[src/rtl/conv_frame_sequencer_if.sv]
// -----------------------------------------------------------------------------
// conv_frame_sequencer_if
//
// Bundles the pixel-source handshake, the convolver-side strobes and the frame
// status lines of conv_frame_sequencer into one interface.
//
// Parameters
//   DATA_WIDTH : pixel width
//   OW         : output coordinate width, max(1, $clog2(IMAGE_SIZE-KERNEL_SIZE+1))
//
// Signals
//   start       source -> seq   frame start pulse (sampled only when idle)
//   in_valid    source -> seq   pixel valid
//   in_data     source -> seq   pixel value
//   in_ready    seq -> source   sequencer can accept a pixel
//   shift_en    seq -> conv     registered load strobe for the line buffer
//   shift_data  seq -> conv     registered copy of the accepted pixel
//   conv_valid  seq -> conv     convolver result for (out_row, out_col) is valid
//   out_row     seq -> conv     output row index
//   out_col     seq -> conv     output column index
//   busy        seq -> source   high whenever the sequencer is not idle
//   done        seq -> source   one-cycle frame-complete pulse
//   stall_count seq -> source   STREAM cycles without in_valid (only with
//                               SEQ_STALL_COUNT_EN defined)
//
// Modports
//   master : pixel source / frame controller view
//   slave  : sequencer view
// -----------------------------------------------------------------------------
interface conv_frame_sequencer_if #(
   parameter int DATA_WIDTH = 16,
   parameter int OW         = 5
);
   logic                  start;
   logic                  in_valid;
   logic [DATA_WIDTH-1:0] in_data;
   logic                  in_ready;
   logic                  shift_en;
   logic [DATA_WIDTH-1:0] shift_data;
   logic                  conv_valid;
   logic [OW-1:0]         out_row;
   logic [OW-1:0]         out_col;
   logic                  busy;
   logic                  done;
`ifdef SEQ_STALL_COUNT_EN
   logic [15:0]           stall_count;
`endif

   modport master (
      output start,
      output in_valid,
      output in_data,
      input  in_ready,
      input  shift_en,
      input  shift_data,
      input  conv_valid,
      input  out_row,
      input  out_col,
      input  busy,
      input  done
`ifdef SEQ_STALL_COUNT_EN
      ,
      input  stall_count
`endif
   );

   modport slave (
      input  start,
      input  in_valid,
      input  in_data,
      output in_ready,
      output shift_en,
      output shift_data,
      output conv_valid,
      output out_row,
      output out_col,
      output busy,
      output done
`ifdef SEQ_STALL_COUNT_EN
      ,
      output stall_count
`endif
   );
endinterface

[src/rtl/conv_frame_sequencer.sv]
// -----------------------------------------------------------------------------
// conv_frame_sequencer
//
// Frame-level sequencer for the convolver datapath. Accepts one
// IMAGE_SIZE x IMAGE_SIZE frame over a valid/ready handshake, forwards every
// accepted pixel to the convolver line buffer as a registered shift strobe,
// tracks raster position, and flags each pixel that completes a full
// KERNEL_SIZE x KERNEL_SIZE window. The window flag and its output
// coordinates are delayed by MAC_LATENCY so they line up with the MAC result.
//
// Parameters
//   KERNEL_SIZE : square kernel dimension (default 5)
//   IMAGE_SIZE  : square frame dimension, >= KERNEL_SIZE (default 28)
//   DATA_WIDTH  : pixel width (default 16)
//   MAC_LATENCY : cycles from shift_en to convolver result, >= 1 (default 2)
//
// Ports
//   clk   : rising-edge clock
//   reset : asynchronous, active-high; clears every register
//   bus   : conv_frame_sequencer_if.slave (start, in_valid/in_data/in_ready,
//           shift_en/shift_data, conv_valid/out_row/out_col, busy, done and,
//           optionally, stall_count)
//
// Optional feature
//   SEQ_STALL_COUNT_EN : when defined, drives bus.stall_count, a saturating
//                        16-bit count of STREAM cycles with in_valid low,
//                        cleared on reset and on each accepted start.
//
// Frame timeline (last pixel accepted in cycle t, L = MAC_LATENCY):
//   t+1 .. t+1+L : DRAIN (delay line empties, last conv_valid at t+1+L)
//   t+2+L        : DONE, done = 1
//   t+3+L        : IDLE, busy = 0
// -----------------------------------------------------------------------------
module conv_frame_sequencer #(
   parameter int KERNEL_SIZE = 5,
   parameter int IMAGE_SIZE  = 28,
   parameter int DATA_WIDTH  = 16,
   parameter int MAC_LATENCY = 2
) (
   input  logic                  clk,
   input  logic                  reset,
   conv_frame_sequencer_if.slave bus
);

   localparam int OUT_SIZE = IMAGE_SIZE - KERNEL_SIZE + 1;
   localparam int OW       = (OUT_SIZE > 1) ? $clog2(OUT_SIZE) : 1;
   localparam int RW       = (IMAGE_SIZE > 1) ? $clog2(IMAGE_SIZE) : 1;
   localparam int DCW      = $clog2(MAC_LATENCY + 1);

   localparam logic [RW-1:0]  POS_LAST   = RW'(IMAGE_SIZE - 1);
   localparam logic [RW-1:0]  WIN_FIRST  = RW'(KERNEL_SIZE - 1);
   localparam logic [DCW-1:0] DRAIN_LAST = DCW'(MAC_LATENCY);

   typedef enum logic [1:0] {
      S_IDLE   = 2'd0,
      S_STREAM = 2'd1,
      S_DRAIN  = 2'd2,
      S_DONE   = 2'd3
   } state_t;

   state_t          state;
   logic            in_ready_r;
   logic            busy_r;
   logic            done_r;
   logic [RW-1:0]   row;
   logic [RW-1:0]   col;
   logic [DCW-1:0]  drain_cnt;

   logic            accept;
   logic            win_hit;

   // in_ready_r is high exactly while in STREAM, so it doubles as the
   // acceptance qualifier.
   assign accept  = bus.in_valid & in_ready_r;
   assign win_hit = accept && (row >= WIN_FIRST) && (col >= WIN_FIRST);

   // Control FSM: all handshake/status outputs are registered here.
   always_ff @(posedge clk or posedge reset) begin
      if (reset) begin
         state      <= S_IDLE;
         in_ready_r <= 1'b0;
         busy_r     <= 1'b0;
         done_r     <= 1'b0;
         row        <= '0;
         col        <= '0;
         drain_cnt  <= '0;
      end else begin
         done_r <= 1'b0;
         case (state)
            S_IDLE: begin
               if (bus.start) begin
                  state      <= S_STREAM;
                  in_ready_r <= 1'b1;
                  busy_r     <= 1'b1;
                  row        <= '0;
                  col        <= '0;
               end
            end
            S_STREAM: begin
               if (accept) begin
                  if (col == POS_LAST) begin
                     col <= '0;
                     if (row == POS_LAST) begin
                        state      <= S_DRAIN;
                        in_ready_r <= 1'b0;
                        drain_cnt  <= '0;
                     end else begin
                        row <= row + 1'b1;
                     end
                  end else begin
                     col <= col + 1'b1;
                  end
               end
            end
            S_DRAIN: begin
               // MAC_LATENCY+1 cycles: the last window flag leaves the delay
               // line on the final DRAIN cycle, one cycle ahead of done.
               if (drain_cnt == DRAIN_LAST) begin
                  state  <= S_DONE;
                  done_r <= 1'b1;
               end else begin
                  drain_cnt <= drain_cnt + 1'b1;
               end
            end
            S_DONE: begin
               state  <= S_IDLE;
               busy_r <= 1'b0;
            end
            default: begin
               state      <= S_IDLE;
               in_ready_r <= 1'b0;
               busy_r     <= 1'b0;
            end
         endcase
      end
   end

   // ---- stage p0: shift strobe, pixel copy and window flag ----
   logic                  shift_en_p0;
   logic [DATA_WIDTH-1:0] shift_data_p0;
   logic                  win_vld_p0;
   logic [OW-1:0]         win_row_p0;
   logic [OW-1:0]         win_col_p0;

   always_ff @(posedge clk or posedge reset) begin
      if (reset) begin
         shift_en_p0   <= 1'b0;
         shift_data_p0 <= '0;
         win_vld_p0    <= 1'b0;
         win_row_p0    <= '0;
         win_col_p0    <= '0;
      end else begin
         shift_en_p0 <= accept;
         win_vld_p0  <= win_hit;
         if (accept) begin
            shift_data_p0 <= bus.in_data;
         end
         if (win_hit) begin
            win_row_p0 <= OW'(row - WIN_FIRST);
            win_col_p0 <= OW'(col - WIN_FIRST);
         end
      end
   end

   // ---- stages p1: MAC_LATENCY-deep delay line for window flag/coords ----
   // Coordinates only load alongside a valid flag, so the final stage holds
   // the last reported position while conv_valid is low.
   logic          dl_vld_p1 [MAC_LATENCY];
   logic [OW-1:0] dl_row_p1 [MAC_LATENCY];
   logic [OW-1:0] dl_col_p1 [MAC_LATENCY];

   always_ff @(posedge clk or posedge reset) begin
      if (reset) begin
         for (int k = 0; k < MAC_LATENCY; k++) begin
            dl_vld_p1[k] <= 1'b0;
            dl_row_p1[k] <= '0;
            dl_col_p1[k] <= '0;
         end
      end else begin
         dl_vld_p1[0] <= win_vld_p0;
         if (win_vld_p0) begin
            dl_row_p1[0] <= win_row_p0;
            dl_col_p1[0] <= win_col_p0;
         end
         for (int k = 1; k < MAC_LATENCY; k++) begin
            dl_vld_p1[k] <= dl_vld_p1[k-1];
            if (dl_vld_p1[k-1]) begin
               dl_row_p1[k] <= dl_row_p1[k-1];
               dl_col_p1[k] <= dl_col_p1[k-1];
            end
         end
      end
   end

   assign bus.in_ready   = in_ready_r;
   assign bus.busy       = busy_r;
   assign bus.done       = done_r;
   assign bus.shift_en   = shift_en_p0;
   assign bus.shift_data = shift_data_p0;
   assign bus.conv_valid = dl_vld_p1[MAC_LATENCY-1];
   assign bus.out_row    = dl_row_p1[MAC_LATENCY-1];
   assign bus.out_col    = dl_col_p1[MAC_LATENCY-1];

`ifdef SEQ_STALL_COUNT_EN
   logic [15:0] stall_cnt;

   function automatic logic [15:0] sat_inc16(input logic [15:0] v);
      return (v == 16'hFFFF) ? v : v + 16'd1;
   endfunction

   always_ff @(posedge clk or posedge reset) begin
      if (reset) begin
         stall_cnt <= '0;
      end else if ((state == S_IDLE) && bus.start) begin
         stall_cnt <= '0;
      end else if ((state == S_STREAM) && !bus.in_valid) begin
         stall_cnt <= sat_inc16(stall_cnt);
      end
   end

   assign bus.stall_count = stall_cnt;
`endif

endmodule

[src/flat_wrapper.sv]
// flat-port wrapper written by rule: the top's interface ports become plain ports
module conv_frame_sequencer_flat 
#(
   parameter int KERNEL_SIZE = 5,
   parameter int IMAGE_SIZE  = 28,
   parameter int DATA_WIDTH  = 16,
   parameter int MAC_LATENCY = 2
)
  (clk, reset, bus_start, bus_in_valid, bus_in_data, bus_in_ready, bus_shift_en, bus_shift_data, bus_conv_valid, bus_out_row, bus_out_col, bus_busy, bus_done);
  conv_frame_sequencer_if #(.DATA_WIDTH(DATA_WIDTH), .OW(((((28) - (5) + 1) > 1) ? $clog2(((28) - (5) + 1)) : 1))) bus_i ();
  input  logic clk;
  input  logic reset;
  input wire logic [$bits(bus_i.start)-1:0] bus_start;
  input wire logic [$bits(bus_i.in_valid)-1:0] bus_in_valid;
  input wire logic [$bits(bus_i.in_data)-1:0] bus_in_data;
  output wire logic [$bits(bus_i.in_ready)-1:0] bus_in_ready;
  output wire logic [$bits(bus_i.shift_en)-1:0] bus_shift_en;
  output wire logic [$bits(bus_i.shift_data)-1:0] bus_shift_data;
  output wire logic [$bits(bus_i.conv_valid)-1:0] bus_conv_valid;
  output wire logic [$bits(bus_i.out_row)-1:0] bus_out_row;
  output wire logic [$bits(bus_i.out_col)-1:0] bus_out_col;
  output wire logic [$bits(bus_i.busy)-1:0] bus_busy;
  output wire logic [$bits(bus_i.done)-1:0] bus_done;
  assign bus_i.start = bus_start;
  assign bus_i.in_valid = bus_in_valid;
  assign bus_i.in_data = bus_in_data;
  assign bus_in_ready = bus_i.in_ready;
  assign bus_shift_en = bus_i.shift_en;
  assign bus_shift_data = bus_i.shift_data;
  assign bus_conv_valid = bus_i.conv_valid;
  assign bus_out_row = bus_i.out_row;
  assign bus_out_col = bus_i.out_col;
  assign bus_busy = bus_i.busy;
  assign bus_done = bus_i.done;
  conv_frame_sequencer #(.KERNEL_SIZE(KERNEL_SIZE), .IMAGE_SIZE(IMAGE_SIZE), .DATA_WIDTH(DATA_WIDTH), .MAC_LATENCY(MAC_LATENCY)) u_core (.clk(clk), .reset(reset), .bus(bus_i));
endmodule
[config.mk]
export PLATFORM = sky130hd
export DESIGN_NAME = conv_frame_sequencer_flat
export DESIGN_NICKNAME = d
export VERILOG_FILES = /design/src/rtl/conv_frame_sequencer_if.sv /design/src/rtl/conv_frame_sequencer.sv /design/src/flat_wrapper.sv
export SDC_FILE = /design/constraint.sdc
export NUM_CORES = 1
export LEC_CHECK = 0
export ABC_AREA = 1
export CAP_MARGIN = 20
export CORE_AREA = 2 2 86 88
export CTS_BUF_LIST = sky130_fd_sc_hd__clkbuf_4 sky130_fd_sc_hd__clkbuf_8
export DETAILED_ROUTE_END_ITERATION = 10
export DIE_AREA = 0 0 88 90
export PLACE_DENSITY = 0.79
export SYNTH_ARGS = -nofsm -noshare
export SYNTH_HDL_FRONTEND = slang
export SYNTH_SLANG_ARGS = --single-unit
[constraint.sdc]
create_clock -name clk -period 3.3 [get_ports clk]
set_clock_uncertainty 0.2 [all_clocks]
set_input_delay 0.33 -clock clk [delete_from_list [all_inputs] [get_ports clk]]
set_output_delay 0.33 -clock clk [all_outputs]
set_load 0.02 [all_outputs]
==> summary.txt, run 1 <==
Global routing
  – Largest net degree at the start of global routing: 38
  – Global route overflow: 0
  – Antenna violations before repair: 0
  – GR Util All Layers: 0.153
  – First-pass GRT wire length: between 9 and 10 mm
  – Vias in the first global route: 2289

Clock network
  – Clock Path Buffers: 2
  – Clock-pin transition on the worst setup and hold timing paths: 0.08 ns
  – H-tree levels: 3
  – CTS resizes: 0
  – Clock Tree Root: clkbuf_8
  – Setup repair bufs after CTS: 0
  – TritonCTS Sinks: 67
  – Skew-Pair Late Insertion Delay: ~0.34 ns
  – CTS tree: yes
  – CTS Hold Bufs: 0
  – CTS Buf Count: 9

Route
  – Drt via density: roughly 4.7
  – # DRC: 0
  – Via count: roughly 2.3k
  – 1st-pass router iterations: 4
  – WL/cell: 11.2 um
  – ANT nets after route: 0
  – Initial drt markers: 98
  – Final wirelength: 5.51 mm

Power
  – Peak supply drop: 562 uV
  – Sequential share of power: 0.367
  – Logic gate share of total power: 0.372
  – P_leak: 1.90 nW
  – Clock share of power: 0.261
  – Internal power of the cells: 2.06 mW
  – Sw power: roughly 1.2 mW
  – Pwr dens: approximately 840 mW/mm^2
  – Sw frac: 0.362

Cells and area
  – Fillers: 591
  – Share of layout cells above drive strength 1: 0.0761
  – Final Util: 0.548
  – Area Overhead vs Synth: 24.8%
  – Multi-input gate area: roughly 0.0011 sq mm
  – ANT cells: 0
  – Register area: 0.00168 sq mm
  – Fin area: 0.00384 sq mm
  – Final-stage net count: 426

Synthesis
  – Synth top area cells: dfrtp_1, nand2_1, ha_1
  – Most used flip-flop cell after synthesis: dfrtp_1
  – Mapped Nets: roughly 380
  – Cell with the most instances after synthesis: nand2_1
  – Syn avg cell area: 8.90 sq um
  – Asr flop ratio synth: 1.00
  – Seq cells post-synth: 67
  – Most common library cells after synthesis: nand2_1, dfrtp_1, inv_1
  – EDFF count, synth: 0
  – Seq/Total Area, Yosys: 0.544
  – Top-area cell type share of the netlist area: 0.544
  – Syn Std Cell Area: between 0.003 and 0.004 sq mm
  – Syn Inst Count: 346
  – Unique cell type count in the Yosys netlist: 25
  – Leading area contributor after synthesis: dfrtp_1
  – YS warnings: 0

Critical path
  – Setup crit start kind: flop
  – Kind of critical path: flop to flop
  – Setup crit start: u_core.state[1]
  – Worst EP required: 3.34 ns
  – R2r worst-path depth: 9
  – CP arrival: 2.11 ns
  – Crit. End Element: flop
  – Reg2Reg Setup Slack: 1.22 ns
  – FF-to-FF End: u_core.row[0]
  – Critical path capture point: u_core.row[0]
  – Worst r2r src: u_core.state[1]
  – CP max FO: 13

Die
  – Core area: 0.00702 sq mm
  – Number of cell rows: 31
  – Die area: between 0.007 and 0.008 sq mm
  – Initial Util: 0.439
  – Die height: 90 um
  – # IOs: 51
  – Die width: 88 um

Timing
  – Setup ws final: about 1.2 ns
  – # setup viols final: 0
  – Max Freq: 0.481 GHz
  – Setup TNS: 0 ns
  – RSZ-0062 raised after global routing: false
  – Slew at the pin closest to its max-slew limit: 0.726 ns
  – Slew HR: 0.515
  – Fin crit share: 0.630
  – Crit path time final: 2.08 ns
  – Final Hold Vio Count: 0
  – Slew Viols, Final: 0

Outcome
  – Status: finished clean

Hold path
  – Hold Path Class: primary input to async pin

Place
  – Port bufs: 50
  – Hpwl dp: 3.93 mm
  – Post-DP Area: ~0.0036 sq mm
  – Pre-CTS setup slack: approximately 0.86 ns
  – GP Congestion: about 0.83

Run
  – Max cap viols: 0
cells by family after synthesis:
family	Yosys count	synth area share
AND/OR/NAND/NOR	158	0.217
adder cells (fa/ha/maj)	17	0.0690
XOR/XNOR	6	0.0171
flip-flops	67	0.544
AO/OA/AOI/OAI	40	0.0650
buffers and inverters	58	0.0873
worst min-delay path by stage:
stage                                      endpoint  slack, ns  cells past startpoint
after detailed placement  u_core.bus.shift_data[10]       0.27                      2
final                           u_core.bus.shift_en       0.23                      2
after global placement          u_core.drain_cnt[1]       0.26                      2
after global routing            u_core.bus.shift_en       0.30                      2
after floorplan               u_core.bus.conv_valid       0.17                      0
after CTS                       u_core.bus.shift_en       0.25                      2
per-stage QoR:
| stage | cells | hold WS [ns] | power (mW) |
|---|---|---|---|
| after global placement | 477 | 0.257 | 2.36 |
| after global routing | 493 | 0.301 | 3.44 |
| final | 493 | 0.231 | 3.23 |
| after detailed placement | 477 | 0.265 | 2.40 |
| after floorplan | 346 | 0.170 | 1.99 |
| after CTS | 493 | 0.253 | 3.25 |
worst max-delay path, stage by stage, from the launching register on:
cell,delay [ns]
dfrtp_1,0.41
inv_1,0.10
ha_1,0.51
inv_2,0.12
nand2_2,0.11
nand3_4,0.13
nor2_4,0.22
inv_2,0.07
nand2_1,0.06
nand2_1,0.05
sequential cells by signal (all words and copies together) (netlist names), 2 cells and up:
register               cells
u_core.win_row_p0          5
u_core.dl_row_p1           5
u_core.bus.shift_data     16
u_core.bus.out_col         5
u_core.row                 5
u_core.dl_col_p1           5
u_core.col                 5
u_core.win_col_p0          5
u_core.drain_cnt           2
u_core.bus.out_row         5
u_core.state               2
routing by layer:
metal / global-route usage / vias to the layer above / part of all wire
met5: 0 / - / 0
met4: 0.0577 / 0 / 0.019
li1: - / 1157 / -
met3: 0.0367 / 13 / 0.042
met1: 0.200 / 1067 / 0.47
met2: 0.242 / 58 / 0.47
final cells by class:
cell class	count	share of cell area
Tap cell	99	0.0322
Clock buffer	10	0.0358
Sequential cell	67	0.436
Inverter	38	0.0374
Clock inverter	6	0.0293
Multi-Input combinational cell	221	0.295
Timing Repair Buffer	52	0.134
power by group through the flow:
stage / logic, mW / registers (mW) / clock network (mW)
finish: 1.20 / 1.18 / 0.845
global placement: 1.17 / 1.19 / 0
global route: 1.33 / 1.21 / 0.894
CTS: 1.21 / 1.18 / 0.853
detailed placement: 1.20 / 1.20 / 0
floorplan: 0.684 / 1.31 / 0
cell usage in the layout (no fill, tap or decap):
cell and instances:
buf_4 2, nand3_4 1, inv_2 3, nand2_4 1
clkinv_2 2, nor2_1 20, bufinv_16 3, ha_1 17
o21ai_0 27, o21ai_1 1, dfrtp_1 67, nor2_4 1
clkinv_4 2, nand3_2 1, nand2_1 109, clkdlybuf4s50_1 50
nand2_2 4, nand4_1 2, nand3b_1 1, inv_1 34
xor2_1 2, nand3_1 18, clkbuf_8 10, a21oi_1 12
xnor2_1 4
Power figures use the tool's default switching activity.
==> inputs of run 2 (changes only) <==
==> constraint.sdc (replaced) <==
create_clock -name clk -period 2.1 [get_ports clk]
set_clock_uncertainty 0.2 [all_clocks]
set_input_delay 0.21 -clock clk [delete_from_list [all_inputs] [get_ports clk]]
set_output_delay 0.21 -clock clk [all_outputs]
set_load 0.02 [all_outputs]
==> run 2 against run 1 <==
  * Highest routed layer unchanged
  * Non-clock buffer count grew 5
  * Routed wire length shrank 2.0%
  * Critical path depth shrank 8
  * Flip-flop and latch count is the same
  * Largest power group unchanged
  * Die area is the same
  * Cell count grew 1.0%
  * Clock power grew 27%
  * Via count shrank 1.7%
  * Critical path type is now flop to output pin
==> summary.txt, run 2 (synthesis gave the netlist of run 1 again) <==
Clock network
  – TritonCTS Sinks: 67 (unchanged)
  – Clock-pin transition on the worst setup and hold timing paths: 0.07 ns (about the same)
  – Clock Tree Root: clkbuf_8
  – H-tree levels: 3 (unchanged)
  – Skew-Pair Late Insertion Delay: 0.33 ns (about the same)
  – Setup repair bufs after CTS: 0 (unchanged)
  – CTS resizes: 0 (unchanged)
  – CTS tree: yes
  – Clock Path Buffers: 2 (unchanged)
  – CTS Buf Count: 9 (unchanged)

Route
  – WL/cell: 10.8 um (-3.0%)
  – ANT nets after route: 0 (unchanged)
  – Drt via density: 4.53 (-2.6%)
  – Via count: 2257 (-1.7%)
  – Initial drt markers: 101 (+3.1%)
  – Final wirelength: 5.40 mm (-2.0%)
  – 1st-pass router iterations: 4 (unchanged)
  – # DRC: 0 (unchanged)

Critical path
  – Setup crit start kind: flop
  – Slowest CP cell: clkdlybuf4s50_1
  – Crit-path leading delay family: buffers and inverters
  – CP Cell Sequence: clkdlybuf4s50_1
  – Worst EP required: 1.69 ns (-1.65 ns)
  – CP max FO: 3 (-10)
  – Crit. End Element: output pin
  – Buf/Inv on CP: 1 (-2)
  – Critical Path Max Stage Delay: 0.63 ns (+0.12 ns)
  – Kind of critical path: flop to output pin
  – CP arrival: 1.35 ns (-0.76 ns)

Global routing
  – Largest net degree at the start of global routing: 32 (-16%)
  – Global route overflow: 0 (unchanged)
  – Vias in the first global route: 2177 (-4.9%)
  – GR Util All Layers: 0.150 (-0.00220)
  – First-pass GRT wire length: 9.46 mm (-2.5%)
  – Antenna violations before repair: 0 (unchanged)

Timing
  – Setup ws final: 0.339 ns (-0.883 ns)
  – Slew HR: 0.624 (+0.108)
  – Crit path time final: ~1.8 ns
  – Slew Viols, Final: 0 (unchanged)
  – Max Freq: 0.568 GHz
  – Slew at the pin closest to its max-slew limit: 0.565 ns (-0.161 ns)
  – Setup TNS: 0 ns (unchanged)
  – Fin crit share: 0.839
  – # setup viols final: 0 (unchanged)
  – RSZ-0062 raised after global routing: false
  – Final Hold Vio Count: 0 (unchanged)

Power
  – P_leak: 1.91 nW (+0.24%)
  – Pwr dens: 1250 mW/mm^2 (+49%)
  – Peak supply drop: 659 uV (+17%)
  – Tot Pwr: 4.84 mW (+50%)

Die
  – Die width: 88 um (unchanged)
  – Initial Util: 0.439 (unchanged)
  – Number of cell rows: 31 (unchanged)
  – Die area: 0.00792 sq mm (unchanged)
  – Core area: 0.00702 sq mm (unchanged)
  – Die height: 90 um (unchanged)
  – # IOs: 51 (unchanged)

Cells and area
  – Commonest non-fill, non-tap cells in the layout: nand2_1, dfrtp_1, clkdlybuf4s50_1
  – Commonest non-fill, non-tap cell in the layout: nand2_1
  – Flip-flop count of the largest register after layout: 16 (unchanged)
  – Area Overhead vs Synth: 25.3%
  – Final-stage net count: 431 (+1.2%)
  – Share of layout cells above drive strength 1: 0.0852 (+0.00907)
  – ANT cells: 0 (unchanged)
  – Fillers: 623 (+5.4%)

Place
  – Hpwl dp: 3.94 mm (+0.18%)
  – Port bufs: 50 (unchanged)
  – GP Congestion: 0.842 (+1.3%)
  – Pre-CTS setup slack: 0.365 ns (-0.493 ns)

Outcome
  – Status: finished clean

Run
  – Max cap viols: 0 (unchanged)

Hold path
  – Hold Path Class: primary input to flop
## run 2: cell count changes in the layout (fill, tap and decap cells not counted)
cell           change
dlygate4sd3_1      +1
buf_12             +2
inv_6              +1
buf_4              +2
clkinv_2           +1
bufinv_16          -2
clkinvlp_4         +2
clkinv_4           -2
## run 2: worst paths after layout
check	startpoint	end	slack, ns	depth (start not counted)
max in group asynchronous	reset	u_core.row[1]	0.64	4
hold / removal	bus_in_data[13]	u_core.bus.shift_data[13]	0.20	3
setup reg to reg	u_core.col[2]	u_core.row[4]	0.36	9
hold reg to reg	u_core.bus.shift_data[9]	u_core.bus.shift_data[9]	0.28	2
min in group asynchronous	reset	u_core.bus.shift_data[2]	0.56	3
setup / recovery	u_core.bus.in_ready	bus_in_ready	0.34	1
## run 2: area by class of cell
cell class	count	area [sq um]	area share
clock buffers	10	138	0.0356
clock inverters	6	63.8	0.0165
inverters	38	144	0.0373
multi-input cells	221	1130	0.294
flip-flops and latches	67	1680	0.434
well taps	99	124	0.0321
repair buffers	57	581	0.150
## run 2: power breakdown
group,internal (mW),switching (mW)
Combinational,0.810,1.11
Sequential,1.64,0.210
Clock,0.580,0.488
## run 2: layer usage
layer	routed length, um	part of all wire	up-vias	global-route usage
li1	-	-	1162	-
met1	2540	0.47	1044	0.196
met4	85	0.016	0	0.0577
met5	0	0	-	0
met3	205	0.038	7	0.0496
met2	2570	0.48	44	0.231
## run 2: repair_timing
action	4_1_cts	5_1_grt
endpoints found under the hold margin	17	0
setup endpoints to repair	0	0
hold buffers	1	0
## run 2: through the flow
stage,cell area [sq um],util,cells,hold WS [ns]
after global routing,3860,0.550,498,0.200
after CTS,3860,0.550,498,0.183
final,3860,0.550,498,0.203
after global placement,3650,0.520,481,0.262
after floorplan,3080,-,346,0.120
after detailed placement,3650,0.520,481,0.265
==> inputs of run 3 (changes only) <==
--- a/config.mk
+++ b/config.mk
@@ -11,7 +11,7 @@
 export CTS_BUF_LIST = sky130_fd_sc_hd__clkbuf_4 sky130_fd_sc_hd__clkbuf_8
 export DETAILED_ROUTE_END_ITERATION = 10
 export DIE_AREA = 0 0 88 90
-export PLACE_DENSITY = 0.79
+export PLACE_DENSITY = 0.82
 export SYNTH_ARGS = -nofsm -noshare
 export SYNTH_HDL_FRONTEND = slang
 export SYNTH_SLANG_ARGS = --single-unit
==> constraint.sdc (replaced) <==
create_clock -name clk -period 1.6 [get_ports clk]
set_clock_uncertainty 0.2 [all_clocks]
set_input_delay 0.16 -clock clk [delete_from_list [all_inputs] [get_ports clk]]
set_output_delay 0.16 -clock clk [all_outputs]
set_load 0.02 [all_outputs]
==> run 3 against run 2 <==
  * The flow now finishes with violations (negative setup slack)
  * Worst setup slack got worse by 0.37 ns
  * Critical path depth up 8
  * Critical path type is now flop to flop
  * Largest cell class unchanged
  * Register-to-register slack got worse by 0.39 ns
  * Clock power increased by 56%
  * Die area stayed put
  * Utilization increased by 6.1 points
==> summary.txt, run 3 (synthesis gave the netlist of run 1 again) <==
Route
  – Post-Route M1 WL: 2.68 mm (+5.2%)
  – Top sig layer: met4
  – WL/cell: 12.1 um (+12%)
  – Drt via density: 4.65 (+2.6%)
  – # DRC: 0 (unchanged)
  – Final wirelength: 6.43 mm (+19%)
  – Initial drt markers: 91 (-9.9%)
  – Metal3 WL: 223 um (+8.8%)
  – 1st-pass router iterations: 4 (unchanged)
  – ANT nets after route: 0 (unchanged)
  – Metal2 WL: 3.41 mm (+33%)
  – Via count: 2464 (+9.2%)

Clock network
  – TritonCTS Sinks: 67 (unchanged)
  – H-tree levels: 3 (unchanged)
  – Skew-Pair Late Insertion Delay: 0.34 ns (about the same)
  – Clock Tree Root: clkbuf_8
  – CTS Buf Count: 9 (unchanged)
  – CTS tree: yes
  – Clock-pin transition on the worst setup and hold timing paths: 0.07 ns (about the same)
  – Clock Path Buffers: 2 (unchanged)

Critical path
  – Reg2Reg Setup Slack: -0.03 ns (-0.39 ns)
  – CP Cell Sequence: inv_2 -> ha_4 -> inv_1 -> nand2_2 -> nand3_4 -> nor2_4 -> inv_2 -> nand2_1 -> nand2_1
  – Critical Path Max Stage Delay: 0.44 ns (-0.19 ns)
  – Setup crit start kind: flop
  – FF-to-FF End: u_core.row[1]
  – CP max FO: 8 (+5)
  – Slowest CP cell: dfrtp_1
  – Crit. End Element: flop
  – CP arrival: 1.66 ns (+0.31 ns)
  – Kind of critical path: flop to flop
  – Worst r2r src: u_core.state[0]
  – Buf/Inv on CP: 3 (+2)
  – R2r worst-path depth: 9 (unchanged)
  – Worst EP required: 1.63 ns (-0.06 ns)
  – Crit-path leading delay family: simple AND/OR/NAND/NOR gates

Place
  – Port bufs: 50 (unchanged)
  – Hpwl dp: 4.28 mm (+8.7%)
  – GP Congestion: 0.876 (+4.0%)
  – Pre-CTS setup slack: -0.0545 ns (-0.420 ns)
  – Placed Cells: 500 (+4.0%)

Global routing
  – Vias in the first global route: 2426 (+11%)
  – First-pass GRT wire length: 10.4 mm (+9.9%)
  – Antenna violations before repair: 0 (unchanged)
  – Global route overflow: 0 (unchanged)
  – Largest net degree at the start of global routing: 29 (-9.4%)
  – GR Util All Layers: 0.165 (+0.0145)

Cells and area
  – Share of layout cells above drive strength 1: 0.216 (+0.131)
  – ANT cells: 0 (unchanged)
  – Commonest non-fill, non-tap cells in the layout: nand2_1, dfrtp_1, dlygate4sd2_1
  – Flip-flop count of the largest register after layout: 16 (unchanged)
  – Fin cells: 530 (+6.4%)
  – Commonest non-fill, non-tap cell in the layout: nand2_1
  – Area Overhead vs Synth: 39.2%
  – Final-stage net count: 464 (+7.7%)

Die
  – Die width: 88 um (unchanged)
  – Die height: 90 um (unchanged)
  – # IOs: 51 (unchanged)
  – Number of cell rows: 31 (unchanged)
  – Initial Util: 0.439 (unchanged)
  – Core area: 0.00702 sq mm (unchanged)
  – Die area: 0.00792 sq mm (unchanged)

Power
  – Tot Pwr: 7.00 mW (+45%)
  – Pwr dens: 1630 mW/mm^2 (+30%)
  – Peak supply drop: 1060 uV (+61%)
  – P_leak: 2.22 nW (+16%)

Timing
  – Setup ws final: -0.0312 ns (-0.370 ns)
  – Slew HR: 0.678 (+0.0542)
  – Final Hold Vio Count: 0 (unchanged)
  – Slew Viols, Final: 0 (unchanged)
  – Max Freq: 0.613 GHz
  – Crit path time final: 1.63 ns
  – Fin crit share: 1.02
  – # setup viols final: 5 (+5)
  – Slew at the pin closest to its max-slew limit: 0.483 ns (-0.0813 ns)
  – RSZ-0062 raised after global routing: true

Hold path
  – Worst Hold End: u_core.bus.shift_data[13]
  – HP Start: bus_in_data[13]
  – Hold Path Class: primary input to flop
  – Hold Crit Depth: 3 (unchanged)

Outcome
  – Failing checks: negative setup slack
  – Status: finished, violations left

Run
  – Max cap viols: 0 (unchanged)
run 3: report_power, final:
part | internal [mW] | switching, mW | leakage [nW]
Sequential | 2.15 | 0.268 | 0.890
Clock | 1.03 | 0.644 | 0.115
Combinational | 1.22 | 1.69 | 1.21
Total | 4.40 | 2.60 | 2.22
run 3: final cells by class:
class,instances,area (sq um)
Clock buffer,9,124
Timing Repair Buffer,90,852
Inverter,38,148
Multi-Input combinational cell,221,1250
Sequential cell,67,1680
Fill cell,580,2730
Clock inverter,6,115
Tap cell,99,124
run 3: how the worst max path moves through the flow:
stage,startpoint,endpoint,cells after the start
floorplan,u_core.state[1],u_core.row[4],9
global placement,bus_in_valid,u_core.row[4],8
CTS,u_core.state[0],u_core.row[1],9
finish,u_core.state[0],u_core.row[1],9
global route,u_core.state[1],u_core.row[0],9
detailed placement,u_core.state[1],u_core.row[1],9
run 3: per-stage QoR:
step                      area (sq um)  TNS (ns)  utilization  hold slack, ns
after global placement            3810         0        0.543           0.261
after floorplan                   3090         0            -          0.0696
after global routing              4290     -1.20        0.611           0.136
after detailed placement          3810    -0.233        0.543           0.271
final                             4290   -0.0960        0.611           0.152
after CTS                         4080         0        0.582           0.132
run 3: repair_timing:
action / 4_1_cts / 5_1_grt
hold buffers: 1 / 0
endpoints found under the setup margin: 38 / 23
resized for setup: 42 / 35
pin swaps: 4 / 10
hold endpoints to repair: 9 / 0
cloned: 0 / 3
buffers inserted: 3 / 8
run 3: worst reg2reg max path, stage by stage, from the launching register on:
cell	delay, ns
dfrtp_1	0.44
inv_2	0.11
ha_4	0.15
inv_1	0.06
nand2_2	0.08
nand3_4	0.10
nor2_4	0.20
inv_2	0.08
nand2_1	0.07
nand2_1	0.05
run 3: per-layer routing:
| layer | up-vias | track usage |
|---|---|---|
| li1 | 1228 | - |
| met1 | 1170 | 0.199 |
| met2 | 53 | 0.273 |
| met3 | 13 | 0.0523 |
| met4 | 0 | 0.0590 |
| met5 | - | 0 |
